===== src/rtl/serial_adder_pkg.sv =====
// rtl/serial_adder_pkg.sv - shared state type, default width and counter sizing for serial_adder
package serial_adder_pkg;

    typedef enum logic [1:0] {
        IDLE  = 2'd0,
        SHIFT = 2'd1,
        DONE  = 2'd2
    } state_e;

    localparam int DEFAULT_WIDTH = 8;

    // Bit counter must reach WIDTH after the final shift without wrapping
    function automatic int cnt_w(input int width);
        return $clog2(width) + 1;
    endfunction

endpackage


===== src/rtl/halfadder.sv =====
// rtl/halfadder.sv - single-bit half adder cell
module halfadder (
    input  logic a,
    input  logic b,
    output logic s,
    output logic c
);

    assign s = a ^ b;
    assign c = a & b;

endmodule


===== src/rtl/serial_adder_full_adder.sv =====
// rtl/serial_adder_full_adder.sv - combinational full adder built from two halfadder cells
module full_adder (
    input  logic a,
    input  logic b,
    input  logic cin,
    output logic s,
    output logic cout
);

    logic s0;
    logic c0;
    logic c1;

    halfadder u_ha0 (
        .a (a),
        .b (b),
        .s (s0),
        .c (c0)
    );

    halfadder u_ha1 (
        .a (s0),
        .b (cin),
        .s (s),
        .c (c1)
    );

    // The two half-adder carries can never both be set, so OR merges them
    assign cout = c0 | c1;

endmodule


===== src/rtl/serial_adder.sv =====
// rtl/serial_adder.sv - bit-serial adder with start/busy/done handshake; SERIAL_ADDER_SUB_EN adds a subtract mode
module serial_adder
    import serial_adder_pkg::*;
#(
    parameter int WIDTH = DEFAULT_WIDTH
) (
    input  logic             clk,
    input  logic             reset,
    input  logic             start,
    input  logic [WIDTH-1:0] a,
    input  logic [WIDTH-1:0] b,
`ifdef SERIAL_ADDER_SUB_EN
    input  logic             sub,
`endif
    output logic             busy,
    output logic             done,
    output logic [WIDTH-1:0] sum,
    output logic             cout,
    output logic             s_bit
);

    localparam int CW = cnt_w(WIDTH);

    state_e           state_q;
    logic [WIDTH-1:0] a_sh_q;
    logic [WIDTH-1:0] b_sh_q;
    logic [WIDTH-1:0] sum_sh_q;
    logic             carry_q;
    logic [CW-1:0]    cnt_q;
    logic             busy_q;
    logic             done_q;
    logic [WIDTH-1:0] sum_q;
    logic             cout_q;
    logic             s_bit_q;

    logic             s_d;
    logic             carry_d;

    full_adder u_fa (
        .a    (a_sh_q[0]),
        .b    (b_sh_q[0]),
        .cin  (carry_q),
        .s    (s_d),
        .cout (carry_d)
    );

    // Control FSM and datapath registers; reset abandons any operation in flight
    always_ff @(posedge clk) begin
        if (reset) begin
            state_q  <= IDLE;
            a_sh_q   <= '0;
            b_sh_q   <= '0;
            sum_sh_q <= '0;
            carry_q  <= 1'b0;
            cnt_q    <= '0;
            busy_q   <= 1'b0;
            done_q   <= 1'b0;
            sum_q    <= '0;
            cout_q   <= 1'b0;
            s_bit_q  <= 1'b0;
        end else begin
            done_q <= 1'b0;
            case (state_q)
                IDLE: begin
                    if (start) begin
                        a_sh_q <= a;
`ifdef SERIAL_ADDER_SUB_EN
                        // Two's-complement subtract: invert b and inject a carry of one
                        b_sh_q  <= sub ? ~b : b;
                        carry_q <= sub;
`else
                        b_sh_q  <= b;
                        carry_q <= 1'b0;
`endif
                        cnt_q   <= '0;
                        busy_q  <= 1'b1;
                        state_q <= SHIFT;
                    end
                end
                SHIFT: begin
                    // Sum bits enter at the MSB so the first (LSB) bit lands at bit 0 after WIDTH shifts
                    sum_sh_q <= {s_d, sum_sh_q[WIDTH-1:1]};
                    carry_q  <= carry_d;
                    s_bit_q  <= s_d;
                    a_sh_q   <= a_sh_q >> 1;
                    b_sh_q   <= b_sh_q >> 1;
                    cnt_q    <= cnt_q + 1'b1;
                    if (cnt_q == CW'(WIDTH - 1)) begin
                        busy_q  <= 1'b0;
                        state_q <= DONE;
                    end
                end
                DONE: begin
                    sum_q   <= sum_sh_q;
                    cout_q  <= carry_q;
                    done_q  <= 1'b1;
                    state_q <= IDLE;
                end
                default: begin
                    state_q <= IDLE;
                end
            endcase
        end
    end

    assign busy  = busy_q;
    assign done  = done_q;
    assign sum   = sum_q;
    assign cout  = cout_q;
    assign s_bit = s_bit_q;

endmodule


===== config.mk =====
export PLATFORM = sky130hd
export DESIGN_NAME = serial_adder
export DESIGN_NICKNAME = d
export VERILOG_FILES = /design/src/rtl/serial_adder_pkg.sv /design/src/rtl/halfadder.sv /design/src/rtl/serial_adder_full_adder.sv /design/src/rtl/serial_adder.sv
export SDC_FILE = /design/constraint.sdc
export NUM_CORES = 1
export LEC_CHECK = 0
export ABC_AREA = 1
export ABC_CLOCK_PERIOD_IN_PS = 1240
export CAP_MARGIN = 20
export CORE_MARGIN = 10
export CORE_UTILIZATION = 40
export CTS_CLUSTER_DIAMETER = 200
export DETAILED_ROUTE_END_ITERATION = 10
export PLACE_DENSITY = 0.66
export SETUP_SLACK_MARGIN = 0.05
export SYNTH_ARGS = -nofsm -noshare
export SYNTH_HDL_FRONTEND = slang
export SYNTH_HIERARCHICAL = 1
export SYNTH_SLANG_ARGS = --single-unit

===== constraint.sdc =====
create_clock -name clk -period 1.24 [get_ports clk]
set_input_delay 0.31 -clock clk [delete_from_list [all_inputs] [get_ports clk]]
set_output_delay 0.31 -clock clk [all_outputs]
set_load 0.01 [all_outputs]

# Yosys cells after proc, flatten, opt, wreduce, memory -nomap -nowiden

Cells that the tools add are included.
W data, S select, Z words.

Register bits: 43
Input bits: 19
Output and inout bits: 12
Word-level logic and storage cells: 42

Add/subtract/negate cells: 1
Equal/unequal tests: 5
Multiplexer cells: 15
Bitwise logic cells: 5
Reduce and logical (&&, ||, !) cells: 5

Operators with widths:

| cell                  | count |
|---|---|
| $pmux W8 S2           | 2 |
| $mux W8               | 2 |
| $pmux W4 S2           | 1 |
| $add A4 B1 Y4 const B | 1 |
| $eq A4 B3 Y1 const B  | 1 |
| $mux W1               | 4 |
| $mux W2               | 2 |
| $mux W4               | 1 |
| $ne A2 B2 Y1 const B  | 2 |
| $pmux W1 S2           | 2 |
| $pmux W2 S2           | 1 |
| $reduce_and A2 Y1     | 2 |
| $reduce_and A3 Y1     | 1 |
| $and A1 B1 Y1         | 2 |
| $eq A2 B1 Y1 const B  | 1 |
| $eq A2 B2 Y1 const B  | 1 |
| $logic_not A2 Y1      | 1 |
| $reduce_bool A2 Y1    | 1 |
| $xor A1 B1 Y1         | 2 |
| $or A1 B1 Y1          | 1 |

# Logic depth before layout (Yosys ltp)

Gate-level depths: netlist (run 1).

Word-level depth: 4
Depth in mapped cells: 7
Mapped depth without buffers: 6

# By module

The synthesis (run 1) kept the hierarchy.

Modules (own cells, without submodules):

| module       | instances | cells each | area each (sq um) | sequential area each (sq um) |
|---|---|---|---|---|
| serial_adder | 1         | 235        | 1675.4            | 840.8 |
| halfadder    | 2         | 1          | 12.5              | 0.0 |
| full_adder   | 1         | 3          | 11.3              | 0.0 |

# Least setup slack after synthesis (run 1)

No wires, ideal clock.

Path type: register -> register
From: register a_sh_q[0]
To: register s_bit_q (netlist: s_bit)
Library setup time: 116 ps
Arrival: 1037 ps
Required time: 1124 ps
Slack: 88 ps
Stages on the path, launching flop included: 5
Buffers on the path: 0
Period minus slack after synthesis: 1152 ps
Cells stage by stage: dfxtp_1 -> ha_1 -> ha_1 -> o21ai_0 -> nor2_1

Longest elaborated chain between the ends: 2

Ends and longest elaborated chain:

| element                | RTL line                      | source |
|---|---|---|
| start, declared        | serial_adder.sv:25            | `logic [WIDTH-1:0] a_sh_q;` |
| start signal, assigned | serial_adder.sv:85            | `a_sh_q <= a_sh_q >> 1;` |
| $xor A1 B1 Y1          | halfadder.sv:9                | `assign s = a ^ b;` |
| named net u_fa.s0      | serial_adder_full_adder.sv:10 | `logic s0;` |
| $xor A1 B1 Y1          | halfadder.sv:9                |  |
| named net s_d          | serial_adder.sv:36            | `logic s_d;` |
| end signal, assigned   | serial_adder.sv:60            | `s_bit_q <= 1'b0;` |
| end signal, assigned   | serial_adder.sv:84            | `s_bit_q <= s_d;` |
| end, declared          | serial_adder.sv:34            | `logic s_bit_q;` |

The timed path passes the listed nets, and every way through them passes these cells.
A chain may end at the register's enable or synchronous reset.

# Worst setup path in the final report (run 1)

From: input start
To: register a_sh_q[7]

Longest elaborated chain between the ends: 2

Ends and longest elaborated chain:

| element                            | RTL line          | source |
|---|---|---|
| start, declared                    | serial_adder.sv:9 | `input logic start,` |
| $ne A2 B2 Y1 (no source line)      | n/a               |  |
| $reduce_and A2 Y1 (no source line) | n/a               |  |

Every way passes these cells.

==> metrics.yaml, run 1 <==
status: "completed"
syn_area_um2: 1712
layout-area-overhead-vs-synth_pct: 30.56
die-area_um2: 7296
ys_types: 20
antenna_cells: 0
post_drt_wl_per_cell_um: 11.63
vias_per_cell: 4.689
drtIter0Drc: 83
seq_area_um2: 850.8
drtAntennaViolNets: 0
critPathKind: "in -> reg"
synth_flop_cell: "dfxtp_1"
cts_num_sinks: 42
first_global_vias: 1513
seqPwrFrac_pct: 52.1
synth_top_area_share_pct: 49.12
fin_crit_sh_pct: 91.64
yosys.area.top_type: "dfxtp_1"
worstMarginPinSlew_ns: 0.2538
worstPathArrival_ns: 1.36
grt_first_pass_wirelength_mm: 6.831
boundaryPins: 31
setup_viol: 0
die_h_um: 85.42
synth.most_common_cell: "nor2_1"
fillCellCount: 401
grt.total_usage_pct: 11.20
critPathSlowestCell: "clkdlybuf4s50_1"
period_minus_slack_ns: 1.136
place_ws_ns: -0.2141
power.switching_w: 0.0008068
min_path_type: "reg -> reg"
dr.pass1.iters: 4
cp.required_ns: 1.47
cts_tree: "yes"
max_stage_delay_ns: 0.44
yosysSeqAreaShare_pct: 49.12
switching_share_pct: 27.94
num_rows: 23
leakagePower_nw: 1.029
drive_above_1_share_pct: 19.01
place_congestion: 0.7513
fmax_mhz: 880.0
cts-buffers-inserted: 5
async_reset_ff_share_pct: 0
ys_warn_count: 6
antenna_found_initial: 0
synth_nets: 262
crit_fanout: 5
finClkSkew_ns: 0.003897
slew_headroom_pct: 83.08
hold_slack_ns: 0.4741
syn_inst: 240
postCtsSetupBuffers: 0
rsz0062_at_grt: "true"
start_kind: "input pin"
synth_edf_count: 0
synthTopCellsByCount: "nor2_1, nand2_1, dfxtp_1"
start_util_pct: 42.18
synth_area_leaders: "dfxtp_1, nor2_1, nand2_1"
clk_latency_ns: 0.30
powerDensity_nw_per_um2: 1292
worst-path-buf-inv: 2
synth-seq-cells: 42
max_cap_violations: 0
design.core.area_um2: 4058
multi_input_comb_area_um2: 812.0
finalMaxSlewViolations: 0
internal-power_w: 0.002081
grt_start_max_net_pins: 26
layout.nets: 305
die_x_um: 85.42
post-dp-hpwl_mm: 2.720
power_frac_comb_pct: 16.5
htree_num_levels: 2
syn_area_per_cell_um2: 7.132
path_delay_family: "buffers and inverters"
clkTransAtPathRegs_ns: 0.08
clockRootBuffer: "clkbuf_8"
peakVddDrop_v: 0.0008273
port_buffers: 30
crit_chain: "clkdlybuf4s50_1 > o21ai_2 > buf_4 > nand2_1 > a21oi_1"
drc: 0
clkPwrFrac_pct: 31.3
drt_wl_total_mm: 3.884
setup_slack_ns: 0.1037
cts_max_path_buffers: 2
vias: 1566
grt-ovfl-total: 0
crit_path_end_kind: "flip-flop"
hold_viol: 0
-- placed cells by master (no fill, tap or decap), types with 4 or more instances in the layout --
cell and count:
nor2_1 70, nand2_1 56, dfxtp_1 34, o21ai_0 25
clkdlybuf4s50_1 18, buf_4 14, buf_2 10, dfxtp_2 8
o21ai_1 7, a21oi_1 7, inv_1 5, clkbuf_8 5
nand3_1 4
-- sequential cells by signal, indices dropped and copies added, names as in the netlist, 2 cells and up --
signal,cells
sum_sh_q,7
b_sh_q,8
sum,8
state_q,2
cnt_q,4
a_sh_q,8
-- layout make-up --
class / count / share of cell area, %
repair buffers: 46 / 17.25
flip-flops and latches: 42 / 38.07
well taps: 50 / 2.800
clock inverters: 3 / 1.120
clock buffers: 5 / 3.080
multi-input cells: 180 / 36.34
inverters: 8 / 1.344
-- path summary, 6_finish.rpt --
kind / from / endpoint / slack [ns] / cells after the start
setup reg to reg: b_sh_q[0] / s_bit / 0.12 / 4
setup / recovery: start / a_sh_q[7] / 0.10 / 5
hold / removal: a_sh_q[7] / a_sh_q[7] / 0.47 / 2
hold reg to reg: a_sh_q[7] / a_sh_q[7] / 0.47 / 2
-- stage by stage --
| step | cells | TNS (ns) | util [%] | instance area, um2 | total power (W) |
|---|---|---|---|---|---|
| 2_1_floorplan | 240 | 0 | - | 1712 | 0.001806 |
| 3_3_place_gp | 326 | -3.408 | 53.41 | 2167 | 0.002002 |
| 3_5_place_dp | 326 | -4.116 | 53.41 | 2167 | 0.002009 |
| 4_1_cts | 334 | 0 | 55.97 | 2271 | 0.002917 |
| 5_1_grt | 334 | 0 | 55.07 | 2235 | 0.003064 |
| 6_report | 334 | 0 | 55.07 | 2235 | 0.002888 |
-- routing by layer --
layer / GRT usage (%) / vias up / wire (um) / part of all wire (%)
met2: 18.32 / 31 / 1817 / 47
met4: 4.192 / 0 / 38 / 0.98
met3: 4.780 / 4 / 244 / 6.3
li1: - / 842 / - / -
met1: 12.60 / 689 / 1784 / 46
met5: 0 / - / 0 / 0
-- cells by family after synthesis --
family          count (synthesis)  synth area share (%)
fa+ha+maj                       3                 2.193
simple gates                  136                 31.65
compound gates                 41                 12.21
flops                          42                 49.12
buf+inv                        18                 4.823
-- repair_timing --
action | 4_1_cts | 5_1_grt
gates resized for setup | 39 | 24
pin swaps | 0 | 3
hold endpoints to repair | 0 | 0
hold buffers | 0 | 0
endpoints found under the setup margin | 16 | 36
-- tightest hold or removal path: stages, from the launching register on --
cell	delay, ns
dfxtp_1	0.31
nand2_1	0.06
a21oi_1	0.06
-- power by group through the flow --
stage | clock network (W) | registers [W] | logic (W)
after global routing | 0.000992 | 0.00152 | 0.000549
after detailed placement | 0 | 0.00153 | 0.000477
after CTS | 0.000938 | 0.00150 | 0.000478
after floorplan | 0 | 0.00152 | 0.000283
after global placement | 0 | 0.00153 | 0.000472
final | 0.000904 | 0.00151 | 0.000478
Note: power is estimated with default switching activity, not from simulation.
==> inputs of run 2 (changes only) <==
--- a/config.mk
+++ b/config.mk
@@ -6,13 +6,11 @@
 export NUM_CORES = 1
 export LEC_CHECK = 0
 export ABC_AREA = 1
-export ABC_CLOCK_PERIOD_IN_PS = 1240
-export CAP_MARGIN = 20
+export ABC_CLOCK_PERIOD_IN_PS = 1300
 export CORE_MARGIN = 10
 export CORE_UTILIZATION = 40
 export CTS_CLUSTER_DIAMETER = 200
 export DETAILED_ROUTE_END_ITERATION = 10
-export PLACE_DENSITY = 0.66
 export SETUP_SLACK_MARGIN = 0.05
 export SYNTH_ARGS = -nofsm -noshare
 export SYNTH_HDL_FRONTEND = slang
==> constraint.sdc (replaced) <==
create_clock -name clk -period 1.3 [get_ports clk]
set_input_delay 0.325 -clock clk [delete_from_list [all_inputs] [get_ports clk]]
set_output_delay 0.325 -clock clk [all_outputs]
set_load 0.01 [all_outputs]
==> metrics.yaml, run 2 (same netlist as run 1, synthesis figures left out) <==
boundaryPins: 31  # unchanged
drt_wl_total_mm: 3.868  # -0.41%
status: "completed"
hold_viol: 0  # unchanged
powerDensity_nw_per_um2: 1223  # -5.3%
drtAntennaViolNets: 0  # unchanged
crit_chain: "dlygate4sd2_1"
slew_headroom_pct: 86.60  # +3.5 points
switching_share_pct: 25.95  # -2.0 points
layout_commonest_cell: "nor2_1"
power_frac_comb_pct: 16.2  # -0.3 points
post-dp-hpwl_mm: 2.581  # -5.1%
cts_max_path_buffers: 2  # unchanged
layout.nets: 300  # -1.6%
layout_common_cells: "nor2_1, nand2_1, dfxtp_1"
final_cells: 329  # -1.5%
period_minus_slack_ns: 1.206
hold_buffers: 0  # unchanged
finClkSkew_ns: 0.004767  # +0.0008695 ns
fmax_mhz: 829.5
antenna_cells: 0  # unchanged
worst-path-buf-inv: 1  # -1
route.layer.met1.wl_mm: 1.838  # +3.0%
antenna_found_initial: 0  # unchanged
place_congestion: 0.7068  # -5.9%
seqPwrFrac_pct: 52.7  # +0.6 points
grt-ovfl-total: 0  # unchanged
peakVddDrop_v: 0.0008531  # +3.1%
internal-power_w: 0.002011  # -3.4%
wl_met2_mm: 1.688  # -7.1%
setup_viol: 0  # unchanged
final_util_pct: 54.70  # -0.37 points
post_drt_wl_per_cell_um: 11.76  # +1.1%
critPathSlowestCell: "dfxtp_1"
layout-area-overhead-vs-synth_pct: 29.68
vias_per_cell: 4.669  # -0.43%
p_total_w: 0.002715  # -6.0%
htree_num_levels: 2  # unchanged
clockRootBuffer: "clkbuf_8"
critPathKind: "reg -> out"
clkTransAtPathRegs_ns: 0.07  # about the same
start_util_pct: 42.18  # unchanged
clkPwrFrac_pct: 31.1  # -0.2 points
drtIter0Drc: 116  # +40%
die_x_um: 85.42  # unchanged
wl_met3_um: 286  # +17%
post-route-cell-area_um2: 2220  # -0.67%
cp.required_ns: 0.98  # -0.49 ns
grt_start_max_net_pins: 36  # +38%
die_h_um: 85.42  # unchanged
worstMarginPinSlew_ns: 0.2008  # -0.05300 ns
max_cap_violations: 0  # unchanged
power.switching_w: 0.0007046  # -13%
rsz0062_at_grt: "false"
grt.total_usage_pct: 10.81  # -0.39 points
grt_first_pass_wirelength_mm: 6.644  # -2.7%
worstPathArrival_ns: 0.88  # -0.48 ns
drc: 0  # unchanged
cts_tree: "yes"
crit_path_end_kind: "output port"
die-area_um2: 7296  # unchanged
port_buffers: 30  # unchanged
fin_crit_sh_pct: 92.73
dp.cells: 321  # -1.5%
path_delay_family: "flip-flops"
first_global_vias: 1499  # -0.93%
vias: 1536  # -1.9%
cts_num_sinks: 42  # unchanged
cts-buffers-inserted: 5  # unchanged
placed_cell_area_um2: 2142  # -1.2%
drive_above_1_share_pct: 10.75  # -8.3 points
design.core.area_um2: 4058  # unchanged
finalMaxSlewViolations: 0  # unchanged
num_rows: 23  # unchanged
leakagePower_nw: 1.024  # -0.47%
dr.pass1.iters: 4  # unchanged
clk_latency_ns: 0.29  # about the same
min_path_type: "reg -> reg"
start_kind: "flip-flop"
max_stage_delay_ns: 0.33  # -0.11 ns
crit_fanout: 2  # -3
topRoutingLayerUsed: "met4"
[run 2: timing repair]
item | CTS | global route
buffers inserted | 0 | 0
resized for setup | 13 | 11
pin swaps | 0 | 1
endpoints found under the setup margin | 13 | 24
[run 2: path summary, 6_finish.rpt]
kind,startpoint,endpoint,slack [ns],cells past startpoint
setup reg to reg,a_sh_q[0],s_bit,0.11,4
hold / removal,b_sh_q[7],b_sh_q[7],0.47,2
hold reg to reg,b_sh_q[7],b_sh_q[7],0.47,2
setup / recovery,s_bit,s_bit,0.09,1
[run 2: power by group through the flow]
stage | Clock, W | Sequential [W] | Combinational [W]
global placement | 0 | 0.00146 | 0.000444
global route | 0.000918 | 0.00144 | 0.000505
detailed placement | 0 | 0.00146 | 0.000446
floorplan | 0 | 0.00145 | 0.000270
CTS | 0.000872 | 0.00143 | 0.000446
finish | 0.000844 | 0.00143 | 0.000440
[run 2: final cells by class]
class	count	area [um2]
multi-input cells	180	790.8
flip-flops and latches	42	843.3
repair buffers	41	401.6
inverters	8	30.03
clock buffers	7	86.33
well taps	50	62.56
fillers	397	1838
clock inverters	1	5.005
[run 2: metrics by stage]
stage | setup WS (ns) | hold slack, ns | TNS (ns)
final | 0.09446 | 0.4667 | 0
after global routing | 0.05076 | 0.4991 | 0
after CTS | 0.02833 | 0.4678 | 0
after detailed placement | -0.1914 | 0.4564 | -2.473
after global placement | -0.1679 | 0.4530 | -2.208
after floorplan | 0.1477 | 0.4454 | 0
[run 2: routing by layer]
layer	global-route usage, %	vias to the layer above
li1	-	830
met1	11.88	676
met2	17.92	25
met3	4.493	5
met4	4.491	0
met5	0	-
==> inputs of run 3 (changes only) <==
--- a/config.mk
+++ b/config.mk
@@ -6,11 +6,12 @@
 export NUM_CORES = 1
 export LEC_CHECK = 0
 export ABC_AREA = 1
-export ABC_CLOCK_PERIOD_IN_PS = 1300
+export ABC_CLOCK_PERIOD_IN_PS = 1100
 export CORE_MARGIN = 10
 export CORE_UTILIZATION = 40
 export CTS_CLUSTER_DIAMETER = 200
 export DETAILED_ROUTE_END_ITERATION = 10
+export PLACE_DENSITY = 0.66
 export SETUP_SLACK_MARGIN = 0.05
 export SYNTH_ARGS = -nofsm -noshare
 export SYNTH_HDL_FRONTEND = slang
==> constraint.sdc (replaced) <==
create_clock -name clk -period 1.1 [get_ports clk]
set_input_delay 0.275 -clock clk [delete_from_list [all_inputs] [get_ports clk]]
set_output_delay 0.275 -clock clk [all_outputs]
set_load 0.01 [all_outputs]
==> metrics.yaml, run 3 (same netlist as run 1, synthesis figures left out) <==
clk_latency_ns: 0.29  # about the same
die_x_um: 85.42  # unchanged
layout-area-overhead-vs-synth_pct: 43.49
p_total_w: 0.003566  # +31%
post-dp-hpwl_mm: 2.661  # +3.1%
cp.required_ns: 1.33  # +0.35 ns
htree_num_levels: 2  # unchanged
post_drt_wl_per_cell_um: 12.56  # +6.8%
start_kind: "flip-flop"
max_cap_violations: 0  # unchanged
design.core.area_um2: 4058  # unchanged
die-area_um2: 7296  # unchanged
vias_per_cell: 4.737  # +1.5%
first_global_vias: 1439  # -4.0%
drt_wl_total_mm: 4.208  # +8.8%
clkTransAtPathRegs_ns: 0.08  # about the same
cts_tree: "yes"
critPathKind: "reg -> reg"
seqPwrFrac_pct: 47.7  # -5.0 points
cts_num_sinks: 42  # unchanged
status: "completed"
clockRootBuffer: "clkbuf_8"
drive_above_1_share_pct: 26.32  # +16 points
power.switching_w: 0.0009110  # +29%
worstPathArrival_ns: 1.32  # +0.44 ns
drtAntennaViolNets: 0  # unchanged
cts-buffers-inserted: 5  # unchanged
layout_common_cells: "nor2_1, nand2_1, dfxtp_1"
min_path_type: "reg -> reg"
layout.nets: 306  # +2.0%
r2r_end: "b_sh_q[1]"
reg2reg_setup_slack_ns: 0.008  # -0.10 ns
internal-power_w: 0.002655  # +32%
power_frac_comb_pct: 19.0  # +2.8 points
layout_commonest_cell: "nor2_1"
grt.total_usage_pct: 10.95  # +0.14 points
antenna_found_initial: 0  # unchanged
powerDensity_nw_per_um2: 1452  # +19%
r2r-start: "state_q[1]"
switching_share_pct: 25.55  # -0.40 points
period_minus_slack_ns: 1.092
dr.pass1.iters: 4  # unchanged
final_util_pct: 60.53  # +5.8 points
drtIter0Drc: 72  # -38%
peakVddDrop_v: 0.001018  # +19%
crit_path_end_kind: "flip-flop"
clkPwrFrac_pct: 33.3  # +2.2 points
min_to: "b_sh_q[7]"
finalMaxSlewViolations: 0  # unchanged
hold_viol: 0  # unchanged
drc: 0  # unchanged
start_util_pct: 42.18  # unchanged
grt-ovfl-total: 0  # unchanged
vias: 1587  # +3.3%
worstMarginPinSlew_ns: 0.2107  # +0.009945 ns
antenna_cells: 0  # unchanged
port_buffers: 30  # unchanged
grt_first_pass_wirelength_mm: 6.699  # +0.83%
hold_depth: 2  # unchanged
num_rows: 23  # unchanged
fin_crit_sh_pct: 99.27
boundaryPins: 31  # unchanged
slew_headroom_pct: 85.90  # -0.70 points
finClkSkew_ns: 0.006821  # +0.002054 ns
setup_viol: 0  # unchanged
crit_fanout: 8  # +6
hold_start: "b_sh_q[7]"
fmax_mhz: 915.7
rsz0062_at_grt: "true"
grt_start_max_net_pins: 36  # unchanged
die_h_um: 85.42  # unchanged
worstRegToRegCells: 7  # +3
leakagePower_nw: 1.092  # +6.6%
cts_max_path_buffers: 2  # unchanged
place_congestion: 0.6986  # -1.2%
## run 3: changes by cell type in the layout (fill, tap and decap cells not counted), moves of 7 or more
cell	delta
dfxtp_2	+11
buf_6	+9
dfxtp_1	-13
buf_2	+7
o21ai_1	+9
o21ai_0	-13
## run 3: how the worst max path moves through the flow
stage | from | endpoint
after global routing | state_q[1] | b_sh_q[2]
after detailed placement | start | cnt_q[3]
after global placement | start | cnt_q[1]
final | state_q[1] | b_sh_q[1]
after CTS | b_sh_q[0] | s_bit
after floorplan | b_sh_q[0] | s_bit
## run 3: cell type report
class / count / area (um2)
clock buffers: 7 / 76.32
multi-input cells: 180 / 879.6
inverters: 8 / 37.54
well taps: 50 / 62.56
repair buffers: 47 / 505.5
flip-flops and latches: 42 / 864.6
clock inverters: 1 / 30.03
fillers: 348 / 1602
## run 3: metal layers
| metal | part of all wire [%] | GRT usage [%] |
|---|---|---|
| met1 | 47 | 13.49 |
| met2 | 47 | 16.62 |
| met3 | 5.3 | 4.685 |
| met4 | 0.55 | 3.743 |
| met5 | 0 | 0 |
## run 3: what timing repair did
action / in CTS / in global routing
pin swaps: 3 / 13
hold buffers: 0 / 0
gates resized for setup: 61 / 48
endpoints found under the setup margin: 36 / 44
buffers inserted: 1 / 1
gates cloned: 0 / 2
## run 3: through the flow
| step | hold WS (ns) | setup TNS [ns] | instances | worst slack [ns] | instance area (um2) |
|---|---|---|---|---|---|
| global route | 0.5063 | -0.9340 | 335 | -0.07744 | 2456 |
| detailed placement | 0.4645 | -8.589 | 323 | -0.2983 | 2181 |
| global placement | 0.4687 | -7.991 | 323 | -0.2763 | 2181 |
| CTS | 0.4841 | 0 | 332 | 0.02620 | 2297 |
| floorplan | 0.4183 | 0 | 240 | 0.01171 | 1724 |
| finish | 0.4819 | 0 | 335 | 0.007991 | 2456 |
## run 3: power by group through the flow
stage / clock network [W] / logic (W) / registers (W)
CTS: 0.00121 / 0.000596 / 0.00170
global route: 0.00129 / 0.000755 / 0.00172
finish: 0.00119 / 0.000678 / 0.00170
global placement: 0 / 0.000551 / 0.00173
detailed placement: 0 / 0.000558 / 0.00172
floorplan: 0 / 0.000324 / 0.00172
## run 3: worst max-delay path, stage by stage, from the launching register on
cell and delay, ns:
dfxtp_4 0.36, buf_6 0.11, nor2_4 0.14, clkbuf_16 0.19, nand2_4 0.04, nand2_2 0.05
nor2_1 0.04, nor2_1 0.09
